<file path="src/rtl/btobcd_pkg.sv">
// rtl/btobcd_pkg.sv - shared types and helpers for the sequential binary-to-BCD converter
//
// Purpose : FSM state encoding and the minimum-digit helper used by the
//           elaboration-time width check in btobcd_seq.
// Contents: state_t    - IDLE / SHIFT / DONE
//           bcd_digits - smallest DIGITS with 10^DIGITS >= 2^width

package btobcd_pkg;

  typedef enum logic [1:0] {
    IDLE  = 2'd0,
    SHIFT = 2'd1,
    DONE  = 2'd2
  } state_t;

  // ceil(width * log10(2)). 10^d == 2^w never holds for w >= 1, so this
  // equals floor(width * log10(2)) + 1. A 9-digit fixed-point log10(2)
  // keeps the result exact far beyond any practical width.
  function automatic int bcd_digits(input int width);
    longint w;
    longint scaled;
    w      = longint'(width);
    scaled = (w * 64'sd301029995) / 64'sd1000000000;
    return int'(scaled) + 1;
  endfunction

endpackage

</file>
<file path="src/rtl/btobcd_seq_if.sv">
// rtl/btobcd_seq_if.sv - handshake bundle between a binary producer, the converter and a BCD consumer
//
// Purpose : groups the input and output valid/ready channels plus the busy flag.
// Signals : in_valid/in_ready/b      - binary input channel
//           out_valid/out_ready/bcd  - packed BCD result channel (digit 0 in bcd[3:0])
//           busy                     - conversion in progress
// Modports: master - the side that supplies b and consumes bcd
//           slave  - the converter

interface btobcd_seq_if #(
  parameter int BIN_W  = 8,
  parameter int DIGITS = 3
);

  logic                in_valid;
  logic                in_ready;
  logic [BIN_W-1:0]    b;
  logic                out_valid;
  logic                out_ready;
  logic [4*DIGITS-1:0] bcd;
  logic                busy;

  modport master (
    output in_valid, b, out_ready,
    input  in_ready, out_valid, bcd, busy
  );

  modport slave (
    input  in_valid, b, out_ready,
    output in_ready, out_valid, bcd, busy
  );

endinterface

</file>
<file path="src/rtl/btobcd_seq_digit_adj.sv">
// rtl/btobcd_seq_digit_adj.sv - one BCD digit "if >= 5 add 3" correction cell
//
// Purpose : pre-shift correction for the double-dabble step. Inputs are
//           always 0..9, so the result (at most 12) never leaves the nibble.
// Ports   : din  - current digit value
//           dout - corrected digit value

module bcd_digit_adj (
  input  logic [3:0] din,
  output logic [3:0] dout
);

  assign dout = (din >= 4'd5) ? din + 4'd3 : din;

endmodule

</file>
<file path="src/rtl/btobcd_seq.sv">
// rtl/btobcd_seq.sv - sequential shift-and-add-3 binary-to-BCD converter with valid/ready handshakes
//
// Purpose : converts a BIN_W-bit unsigned value to DIGITS packed BCD digits,
//           one double-dabble step per clock.
// Ports   : clk - clock, rising edge
//           rst - synchronous active-high reset
//           bus - btobcd_seq_if slave: in_valid/in_ready/b input channel,
//                 out_valid/out_ready/bcd result channel, busy flag

module btobcd_seq
  import btobcd_pkg::*;
#(
  parameter int BIN_W  = 8,
  parameter int DIGITS = 3
) (
  input  logic         clk,
  input  logic         rst,
  btobcd_seq_if.slave  bus
);

  localparam int ACC_W = 4 * DIGITS;
  localparam int SR_W  = ACC_W + BIN_W;
  localparam int CNT_W = $clog2(BIN_W + 1);

  if (BIN_W < 1) begin : g_bad_width
    $error("btobcd_seq: BIN_W must be at least 1");
  end
  if (DIGITS < bcd_digits(BIN_W)) begin : g_bad_digits
    $error("btobcd_seq: DIGITS too small for BIN_W");
  end

  state_t             state;
  state_t             state_nxt;
  logic [CNT_W-1:0]   cnt;
  logic [SR_W-1:0]    sr;        // {accumulator, binary remainder}
  logic [ACC_W-1:0]   acc_adj;
  logic [SR_W-1:0]    pre;
  logic [SR_W-1:0]    shifted;
  logic [ACC_W-1:0]   bcd_q;
  logic               accept;
  logic               last_step;
  logic               in_ready_c;
  logic               out_valid_c;
  logic               busy_c;

  // Every accumulator digit is corrected in parallel before the shift.
  for (genvar i = 0; i < DIGITS; i++) begin : g_adj
    bcd_digit_adj u_adj (
      .din  (sr[BIN_W + 4*i +: 4]),
      .dout (acc_adj[4*i +: 4])
    );
  end

  // The binary MSB moves into bit 0 of digit 0.
  assign pre       = {acc_adj, sr[BIN_W-1:0]};
  assign shifted   = pre << 1;
  assign last_step = (cnt == CNT_W'(1));

  always_ff @(posedge clk) begin
    if (rst) state <= IDLE;
    else     state <= state_nxt;
  end

  always_comb begin
    state_nxt   = state;
    in_ready_c  = 1'b0;
    out_valid_c = 1'b0;
    busy_c      = 1'b0;
    accept      = 1'b0;
    case (state)
      IDLE: begin
        // Gated by rst so a reset cycle never looks ready or accepts.
        in_ready_c = !rst;
        if (bus.in_valid && !rst) begin
          accept    = 1'b1;
          state_nxt = SHIFT;
        end
      end
      SHIFT: begin
        busy_c = 1'b1;
        if (last_step) state_nxt = DONE;
      end
      DONE: begin
        out_valid_c = 1'b1;
        if (bus.out_ready) state_nxt = IDLE;
      end
      default: state_nxt = IDLE;
    endcase
  end

  always_ff @(posedge clk) begin
    if (rst) begin
      sr    <= '0;
      cnt   <= '0;
      bcd_q <= '0;
    end else if (accept) begin
      sr  <= {{ACC_W{1'b0}}, bus.b};
      cnt <= CNT_W'(BIN_W);
    end else if (state == SHIFT) begin
      sr  <= shifted;
      cnt <= cnt - CNT_W'(1);
      // Result register is loaded on the final step only, so it is
      // untouched while a later conversion is running.
      if (last_step) bcd_q <= shifted[SR_W-1:BIN_W];
    end
  end

  assign bus.in_ready  = in_ready_c;
  assign bus.out_valid = out_valid_c;
  assign bus.busy      = busy_c;
  assign bus.bcd       = bcd_q;

endmodule

</file>
<file path="src/flat_wrapper.sv">
// flat-port wrapper written by rule: the top's interface ports become plain ports
module btobcd_seq_flat import btobcd_pkg::*;
#(
  parameter int BIN_W  = 8,
  parameter int DIGITS = 3
)
  (clk, rst, bus_in_valid, bus_b, bus_out_ready, bus_in_ready, bus_out_valid, bus_bcd, bus_busy);
  btobcd_seq_if #(.BIN_W(BIN_W), .DIGITS(DIGITS)) bus_i ();
  input  logic clk;
  input  logic rst;
  input wire logic [$bits(bus_i.in_valid)-1:0] bus_in_valid;
  input wire logic [$bits(bus_i.b)-1:0] bus_b;
  input wire logic [$bits(bus_i.out_ready)-1:0] bus_out_ready;
  output wire logic [$bits(bus_i.in_ready)-1:0] bus_in_ready;
  output wire logic [$bits(bus_i.out_valid)-1:0] bus_out_valid;
  output wire logic [$bits(bus_i.bcd)-1:0] bus_bcd;
  output wire logic [$bits(bus_i.busy)-1:0] bus_busy;
  assign bus_i.in_valid = bus_in_valid;
  assign bus_i.b = bus_b;
  assign bus_i.out_ready = bus_out_ready;
  assign bus_in_ready = bus_i.in_ready;
  assign bus_out_valid = bus_i.out_valid;
  assign bus_bcd = bus_i.bcd;
  assign bus_busy = bus_i.busy;
  btobcd_seq #(.BIN_W(BIN_W), .DIGITS(DIGITS)) u_core (.clk(clk), .rst(rst), .bus(bus_i));
endmodule
</file>
<file path="config.mk">
export PLATFORM = sky130hd
export DESIGN_NAME = btobcd_seq_flat
export DESIGN_NICKNAME = d
export VERILOG_FILES = /design/src/rtl/btobcd_pkg.sv /design/src/rtl/btobcd_seq_if.sv /design/src/rtl/btobcd_seq_digit_adj.sv /design/src/rtl/btobcd_seq.sv /design/src/flat_wrapper.sv
export SDC_FILE = /design/constraint.sdc
export NUM_CORES = 1
export LEC_CHECK = 0
export CAP_MARGIN = 5
export CORE_ASPECT_RATIO = 1.2
export CORE_UTILIZATION = 40
export DETAILED_ROUTE_END_ITERATION = 10
export DONT_BUFFER_PORTS = 1
export RECOVER_POWER = 50
export SLEW_MARGIN = 20
export SYNTH_ARGS = -nofsm -noshare
export SYNTH_HDL_FRONTEND = slang
export SYNTH_SLANG_ARGS = --single-unit
</file>
<file path="constraint.sdc">
create_clock -name clk -period 4.9 [get_ports clk]
set_clock_uncertainty 0.1 [all_clocks]
set_input_delay 0.49 -clock clk [delete_from_list [all_inputs] [get_ports clk]]
set_output_delay 0.49 -clock clk [all_outputs]
set_load 0.01 [all_outputs]
</file>
==> results.cfg, run 1 <==
[worst_setup_path]
worst-setup-path-type = flop to flop
cp_max_fo = 22
r2r-start = u_core.state[0]
slowest_delay_ps = 730
cp_slowest_cell = inv_1
critPathArrivalTime_ps = 2710
crit_chain = nand2b_1 > inv_1 > nand2_1 > a211oi_1 > nor3_1
worstRegToRegCells = 5
r2r_setup_slack_ps = 2280
cp.required_ps = 4990
r2r_end = u_core.bus.bcd[11]
cp-end-kind = flop
crit_path_start_kind = flop

[clock_network]
cts_tree = built
cts_hold_buf = 0
htreeDepth = 2
ctsResizeCount = 0
clk_latency_ps = 290
cts_buffers = 5
numClockSinks = 38
clkSlewWorstSetupHoldPaths_ps = 80
clockRootBuffer = clkbuf_8
post_cts_buffers = 0
cts_buffer_depth = 2

[yosys]
synthSimpleGateAreaFrac_pct = 23.2
seq_area_frac_synth_pct = 42.7
synth_xor_area_share_pct = 2.46
yosys_warnings = 0
synth_top_family_by_area = simple AND/OR/NAND/NOR gates
synth_compound_area_share_pct = 18.6
syn_nets = 227
syn_area_per_cell_um2 = 8.61
ys_types = 35
synthCells = 207
synthAdderAreaFrac_pct = 5.62
ys_ff_latch = 38
muxShareOfSynthArea_pct = 1.90
syn_area_um2 = 1780

[timing]
min_period_ps = 2620
rsz0062_at_grt = false
tightest_slew_ps = 764
fin_tns_setup_ps = 0
min_period_over_period_pct = 53.5
finalHoldViolCount = 0
max_freq_mhz = 381
setup_viol = 0
drv_slew = 0
fin_hold_ws_ps = 158
maxSlewHeadroom_pct = 49.1

[route]
routedWlPerCell_um = 13.8
topRoutingLayerUsed = met4
met3_length_um = 211
vias_per_cell = 5.43
drt-total-wl_mm = 3.57
drt-met1-wl_mm = 1.67
drtIter0Drc = 57
drc = 0
vias = 1406
first_pass_iters = 4
met2_length_mm = 1.63
antenna_left = 0

[floorplanning]
core_um2 = 4260
die-area_um2 = 4730
rows = 26
initial_core_util_pct = 41.8
die_h_um = 75.1
io_pins = 27
die_w_um = 62.9

[grt]
antenna_found_initial = 0
first_global_vias = 1282
gr-total-overflow = 0
grtUsageTotal_pct = 16.8
grt_pass1_wl_mm = 6.13
grt_max_degree = 29

[layout]
num_antenna_cells = 0
final_common_cell = dfxtp_1
final_cell_mix = 38 x dfxtp_1, 26 x nand2_1, 23 x nor2_1
nFillCells = 431
fin_nets = 222
drive_gt1_share_pct = 6.90
area_delta_synth_final_pct = 6.11

[power_and_ir_drop]
fin_total_pwr_mw = 0.648
power.density_nw_per_um2 = 343
irDropWorstVdd_uv = 221
leakagePower_nw = 0.619

[place]
port_buffers = 0
dp.final_hpwl_mm = 2.44
routabilityCongestion = 0.758

[hold_path]
holdPathStages = 1
hold_path_end = u_core.sr[0]
hp-start = rst
hold_class = input pin to flop

[status]
status = finished, final reports clean

[run]
timing.max_cap.violations = 0
==> flip-flops by register name, indices dropped and copies added, names as in the netlist <==
signal	count
u_core.sr	20
u_core.bus.bcd	12
u_core.cnt	4
u_core.state	2
==> synth_stat cells, drive strengths merged <==
| master | count | share of area (%) |
|---|---|---|
| and2 | 1 | 0.35 |
| nand2b | 6 | 2.5 |
| a211oi | 9 | 4.4 |
| nor3 | 4 | 1.1 |
| clkbuf | 2 | 0.42 |
| nand3b | 7 | 3.2 |
| a21o | 1 | 0.42 |
| nor4 | 1 | 0.35 |
| o21ai | 12 | 3.4 |
| a311oi | 7 | 3.4 |
| nand3 | 4 | 1.1 |
| nand2 | 26 | 5.5 |
| xor2 | 1 | 0.49 |
| buf | 10 | 3.2 |
| mux2 | 3 | 1.9 |
| or2 | 1 | 0.49 |
| inv | 9 | 1.9 |
| o31ai | 2 | 1.1 |
| nor2 | 23 | 4.8 |
| a2111oi | 1 | 0.49 |
| nand4b | 1 | 0.49 |
| a21oi | 13 | 3.7 |
| nor3b | 6 | 2.5 |
| ha | 8 | 5.6 |
| dfxtp | 38 | 43 |
| xnor2 | 4 | 2.0 |
| o22ai | 5 | 1.8 |
| nor2b | 2 | 0.70 |
==> metrics by stage <==
stage	cells	setup WS, ps	instance area, µm²	utilization (%)
after detailed placement	251	2570	1790	41.9
after CTS	259	2530	1890	44.4
after global placement	251	2670	1790	41.9
after floorplan	207	3190	1780	-
final	259	2280	1890	44.4
after global routing	259	1970	1890	44.4
==> per-layer routing <==
layer,vias up,track usage [%]
li1,708,-
met1,655,21.2
met2,37,25.7
met3,6,6.36
met4,0,7.49
met5,-,0
==> worst max-delay path: cells and delay by family (launching register included) <==
kind / cells / cell delay (ps)
AO/OA/AOI/OAI: 1 / 340
buffers and inverters: 1 / 730
flip-flops: 1 / 410
AND/OR/NAND/NOR: 3 / 950
==> logic make-up (layout without fill, tap and decap cells) <==
group                    Yosys count  count (layout)
AO/OA/AOI/OAI                     50              50
flip-flops                        38              38
XOR/XNOR                           5               5
AND/OR/NAND/NOR                   82              82
adder cells (fa/ha/maj)            8               8
buffers and inverters             21              17
multiplexers                       3               3
==> area by class of cell <==
type	count	area (µm²)	share of cell area (%)
flip-flops and latches	38	761	40.2
inverters	9	33.8	1.79
clock inverters	1	30.0	1.59
multi-input cells	148	920	48.6
clock buffers	7	76.3	4.04
well taps	56	70.1	3.71
==> power by group <==
group          internal, mW  switching (mW)  leakage (nW)
registers             0.321          0.0103         0.309
logic                0.0212          0.0351         0.258
clock network         0.152           0.108        0.0524
total                 0.495           0.153         0.619
==> worst max-delay path by stage <==
stage          depth (start not counted)  slack (ps)       startpoint                 end
2_1_floorplan                          3        3190              rst        bus_in_ready
3_3_place_gp                           5        2670  u_core.state[0]   u_core.bus.bcd[9]
3_5_place_dp                           5        2570  u_core.state[0]   u_core.bus.bcd[9]
4_1_cts                                5        2530  u_core.state[0]   u_core.bus.bcd[9]
5_1_grt                                5        1970  u_core.state[0]  u_core.bus.bcd[11]
6_report                               5        2280  u_core.state[0]  u_core.bus.bcd[11]
Note: power is estimated with default switching activity, not from simulation.
==> run 2: changes to the inputs <==
- clock period: 4.9 -> 2.75 ns (I/O delays scaled with it)
==> run 2 against run 1 <==
- setup slack lost 1700 ps
- non-clock buffer count is 3 higher
- highest routed layer unchanged
- die area unchanged
- worst hold slack worse by 110 ps
- first-iteration DRC count is 19% lower
- utilization grew 0.12 points
- combinational power increased by 92%
- design area grew 0.27%
- register-to-register slack lost 1600 ps
- sequential share of layout area fell by 0.11 points
- via count rose by 1.1%
==> results.cfg, run 2 (same netlist as run 1, synthesis figures left out) <==
[status]
status = finished, final reports clean

[clock_network]
clkSlewWorstSetupHoldPaths_ps = 70
cts_buffer_depth = 2
htreeDepth = 2
post_cts_buffers = 0
cts_buffers = 5
numClockSinks = 38
clockRootBuffer = clkbuf_8
cts_tree = built
clk_latency_ps = 290

[timing]
min_period_ps = 2140
fin_tns_setup_ps = 0
max_freq_mhz = 467
setup_viol = 0
rsz0062_at_grt = false
fin_hold_ws_ps = 52.6
maxSlewHeadroom_pct = 33.8
min_period_over_period_pct = 77.9
tightest_slew_ps = 993
finalHoldViolCount = 0
timing.final.ws_setup_ps = 608
drv_slew = 0

[hold_path]
hp-start = bus_in_valid
holdPathStages = 2
hold_class = input pin to flop
hold_path_end = u_core.sr[0]

[place]
place_area_um2 = 1800
placedCellCount = 253
port_buffers = 0
dp.final_hpwl_mm = 2.52
dp_slack_ps = 943
routabilityCongestion = 0.871

[layout]
num_antenna_cells = 0
drive_gt1_share_pct = 7.77
largest_register_ffs = 20
fin_area_um2 = 1900
final_cell_mix = 38 x dfxtp_1, 26 x nand2_1, 23 x nor2_1
fin_nets = 225
final_common_cell = dfxtp_1
regMostFlops = u_core.sr
final_util_pct = 44.5
nFillCells = 437
fin_cells = 262
area_delta_synth_final_pct = 6.39

[worst_setup_path]
r2r_setup_slack_ps = 670
crit_path_start_kind = flop
cp.required_ps = 2380
critPathArrivalTime_ps = 1770
cp_max_fo = 20
worst-setup-path-type = flop to output port
worstRegToRegCells = 5
r2r-start = u_core.state[0]
cp-startpoint = u_core.state[0]
r2r_end = u_core.sr[4]
cp-end-kind = output port

[route]
antenna_left = 0
vias = 1422
first_pass_iters = 4
drt-total-wl_mm = 3.77
drc = 0
drtIter0Drc = 46
vias_per_cell = 5.43
routedWlPerCell_um = 14.4

[grt]
grt_max_degree = 21
gr-total-overflow = 0
grt_pass1_wl_mm = 6.53
grtUsageTotal_pct = 18.0
antenna_found_initial = 0
first_global_vias = 1390

[power_and_ir_drop]
irDropWorstVdd_uv = 314
power.density_nw_per_um2 = 574
fin_total_pwr_mw = 1.09
leakagePower_nw = 0.623

[floorplanning]
io_pins = 27
rows = 26
die-area_um2 = 4730
die_h_um = 75.1
core_um2 = 4260
die_w_um = 62.9
initial_core_util_pct = 41.8

[run]
timing.max_cap.violations = 0
## run 2: cell types whose count changed in the layout (fill, tap and decap cells not counted), sizes merged
cell / before / now
bufinv: 1 / 0
clkbuf: 7 / 9
dlygate4sd3: 0 / 1
clkinv: 0 / 1
## run 2: layout make-up
type	instances	area [µm²]	share of cell area (%)
multi-input cells	148	922	48.6
flip-flops and latches	38	761	40.1
clock buffers	7	86.3	4.55
well taps	56	70.1	3.70
inverters	9	33.8	1.78
repair buffers	3	17.5	0.924
clock inverters	1	5.00	0.264
## run 2: critical path: stages (launching register included)
cell and delay, ps:
dfxtp_1 410, nand2b_1 200, inv_1 120, clkbuf_1 750
## run 2: worst max-delay path by stage
stage	end	slack (ps)	cells after the start
floorplan	u_core.sr[10]	1200	6
global placement	u_core.bus.bcd[9]	980	5
detailed placement	u_core.bus.bcd[9]	940	5
CTS	u_core.bus.bcd[7]	900	5
global route	bus_busy	410	3
finish	bus_busy	610	3
## run 2: repair_timing
item | 4_1_cts | 5_1_grt
hold endpoints to repair | 17 | 0
gates resized for setup | 0 | 0
hold buffers | 1 | 0
## run 2: metal layers
| layer | up-vias | share of wire (%) | global-route usage [%] |
|---|---|---|---|
| met3 | 4 | 4.6 | 5.91 |
| met1 | 674 | 47 | 21.2 |
| met5 | - | 0 | 0 |
| met2 | 26 | 48 | 31.3 |
| li1 | 718 | - | - |
| met4 | 0 | 1.1 | 5.43 |
## run 2: power breakdown
group / switching (mW) / internal [mW] / leakage (nW)
Sequential: 0.0188 / 0.573 / 0.309
Combinational: 0.0674 / 0.0401 / 0.266
Clock: 0.187 / 0.202 / 0.0482
==> run 3: changes to the inputs <==
- clock period: 2.75 -> 2.1 ns (I/O delays scaled with it)
==> run 3 against run 2 <==
- first-iteration DRC count increased by 33%
- non-clock buffer count increased by 11
- global-route usage increased by 0.29 points
- worst hold slack got worse by 36 ps
- via count increased by 2.0%
- highest routed layer unchanged
==> results.cfg, run 3 (same netlist as run 1, synthesis figures left out) <==
[status]
status = finished, final reports clean

[place]
port_buffers = 0
routabilityCongestion = 0.800
dp.final_hpwl_mm = 2.55
placedCellCount = 256

[timing]
finalHoldViolCount = 0
drv_slew = 0
fin_tns_setup_ps = 0
max_freq_mhz = 549
maxSlewHeadroom_pct = 35.8
setup_viol = 0
min_period_over_period_pct = 86.7
rsz0062_at_grt = false
min_period_ps = 1820
tightest_slew_ps = 959

[worst_setup_path]
cp_slowest_cell = dfxtp_1
cp-end-kind = flop
cp-startpoint = u_core.cnt[0]
worstPathBufferInverterCount = 0
r2r-start = u_core.cnt[0]
path_depth = 5
worstRegToRegCells = 5
cp_max_fo = 9
cp.required_ps = 2140
r2r_end = u_core.bus.bcd[3]
crit_chain = ha_1 > nor3b_1 > nand2_1 > a211oi_1 > nor3_1
crit_path_start_kind = flop
r2r_setup_slack_ps = 280
cp-endpoint = u_core.bus.bcd[3]
cpLargestDelayFamily = simple AND/OR/NAND/NOR gates
worst-setup-path-type = flop to flop
critPathArrivalTime_ps = 1860
slowest_delay_ps = 410

[grt]
grtUsageTotal_pct = 18.3
grt_max_degree = 24
first_global_vias = 1423
antenna_found_initial = 0
grt_pass1_wl_mm = 6.68
gr-total-overflow = 0

[hold_path]
hold_class = input pin to flop
hp-start = bus_b[4]

[layout]
area_delta_synth_final_pct = 11.9
num_antenna_cells = 0
fin_cells = 273
nFillCells = 431
final_cell_mix = 38 x dfxtp_1, 26 x nand2_1, 23 x nor2_1
drive_gt1_share_pct = 8.76
largest_register_ffs = 20
regMostFlops = u_core.sr
fin_nets = 236
final_common_cell = dfxtp_1

[clock_network]
post_cts_buffers = 0
ctsResizeCount = 0
cts_buffers = 5
clk_latency_ps = 290
clkSlewWorstSetupHoldPaths_ps = 70
cts_buffer_depth = 2
cts_hold_buf = 9
cts_tree = built
htreeDepth = 2
numClockSinks = 38
clockRootBuffer = clkbuf_8

[route]
routedWlPerCell_um = 14.0
vias = 1450
vias_per_cell = 5.31
drc = 0
antenna_left = 0
first_pass_iters = 4
drt-met1-wl_mm = 1.79
drtIter0Drc = 61
drt-total-wl_mm = 3.83
met2_length_mm = 1.80
topRoutingLayerUsed = met4
met3_length_um = 172

[floorplanning]
rows = 26
io_pins = 27
die-area_um2 = 4730
die_w_um = 62.9
core_um2 = 4260
die_h_um = 75.1
initial_core_util_pct = 41.8

[power_and_ir_drop]
pwr-share-seq_pct = 53.1
p_int_mw = 1.08
leakagePower_nw = 0.664
power.density_nw_per_um2 = 732
p_clk_share_pct = 35.8
switching_share_pct = 26.0
p_comb_share_pct = 11.1
irDropWorstVdd_uv = 349
fin_total_pwr_mw = 1.46
switchingPower_mw = 0.379

[run]
timing.max_cap.violations = 0
==> run 3: changes by cell type in the layout (fill, tap and decap cells not counted), sizes merged <==
cell	before	now
buf	0	3
dlygate4sd3	1	9
==> run 3: per-stage QoR <==
step / instance area [µm²] / setup slack (ps) / utilization [%] / hold WS, ps
floorplan: 1780 / 551 / - / 274
global placement: 1820 / 392 / 42.8 / 179
detailed placement: 1820 / 316 / 42.8 / 181
CTS: 2010 / 264 / 47.1 / 0.319
global route: 1990 / 76.7 / 46.8 / 2.69
finish: 1990 / 278 / 46.8 / 16.8
==> run 3: worst min-delay path by stage <==
stage | endpoint | slack, ps | depth (start not counted)
after global routing | u_core.sr[2] | 3 | 2
after CTS | u_core.sr[4] | 0.3 | 2
final | u_core.sr[4] | 20 | 2
after floorplan | u_core.sr[0] | 270 | 2
after detailed placement | u_core.bus.bcd[8] | 180 | 1
after global placement | u_core.bus.bcd[4] | 180 | 1
==> run 3: cell type report <==
type / instances / area [µm²] / area share [%]
Inverter: 9 / 33.8 / 1.69
Clock inverter: 1 / 5.00 / 0.251
Sequential cell: 38 / 761 / 38.1
Clock buffer: 7 / 86.3 / 4.33
Timing Repair Buffer: 14 / 120 / 6.02
Tap cell: 56 / 70.1 / 3.51
Multi-Input combinational cell: 148 / 918 / 46.0
==> run 3: layer usage <==
metal  vias to the layer above  GRT usage (%)
met2                        36           30.6
met5                         -              0
met3                         5           5.00
met4                         0           7.49
met1                       668           22.4
li1                        741              -
==> run 3: power by group through the flow <==
stage                     combinational [mW]  clock [mW]  sequential [mW]
after floorplan                        0.126           0            0.785
after global placement                 0.143           0            0.791
after detailed placement               0.145           0            0.791
after CTS                              0.167       0.539            0.775
after global routing                   0.183       0.559            0.779
final                                  0.162       0.523            0.775
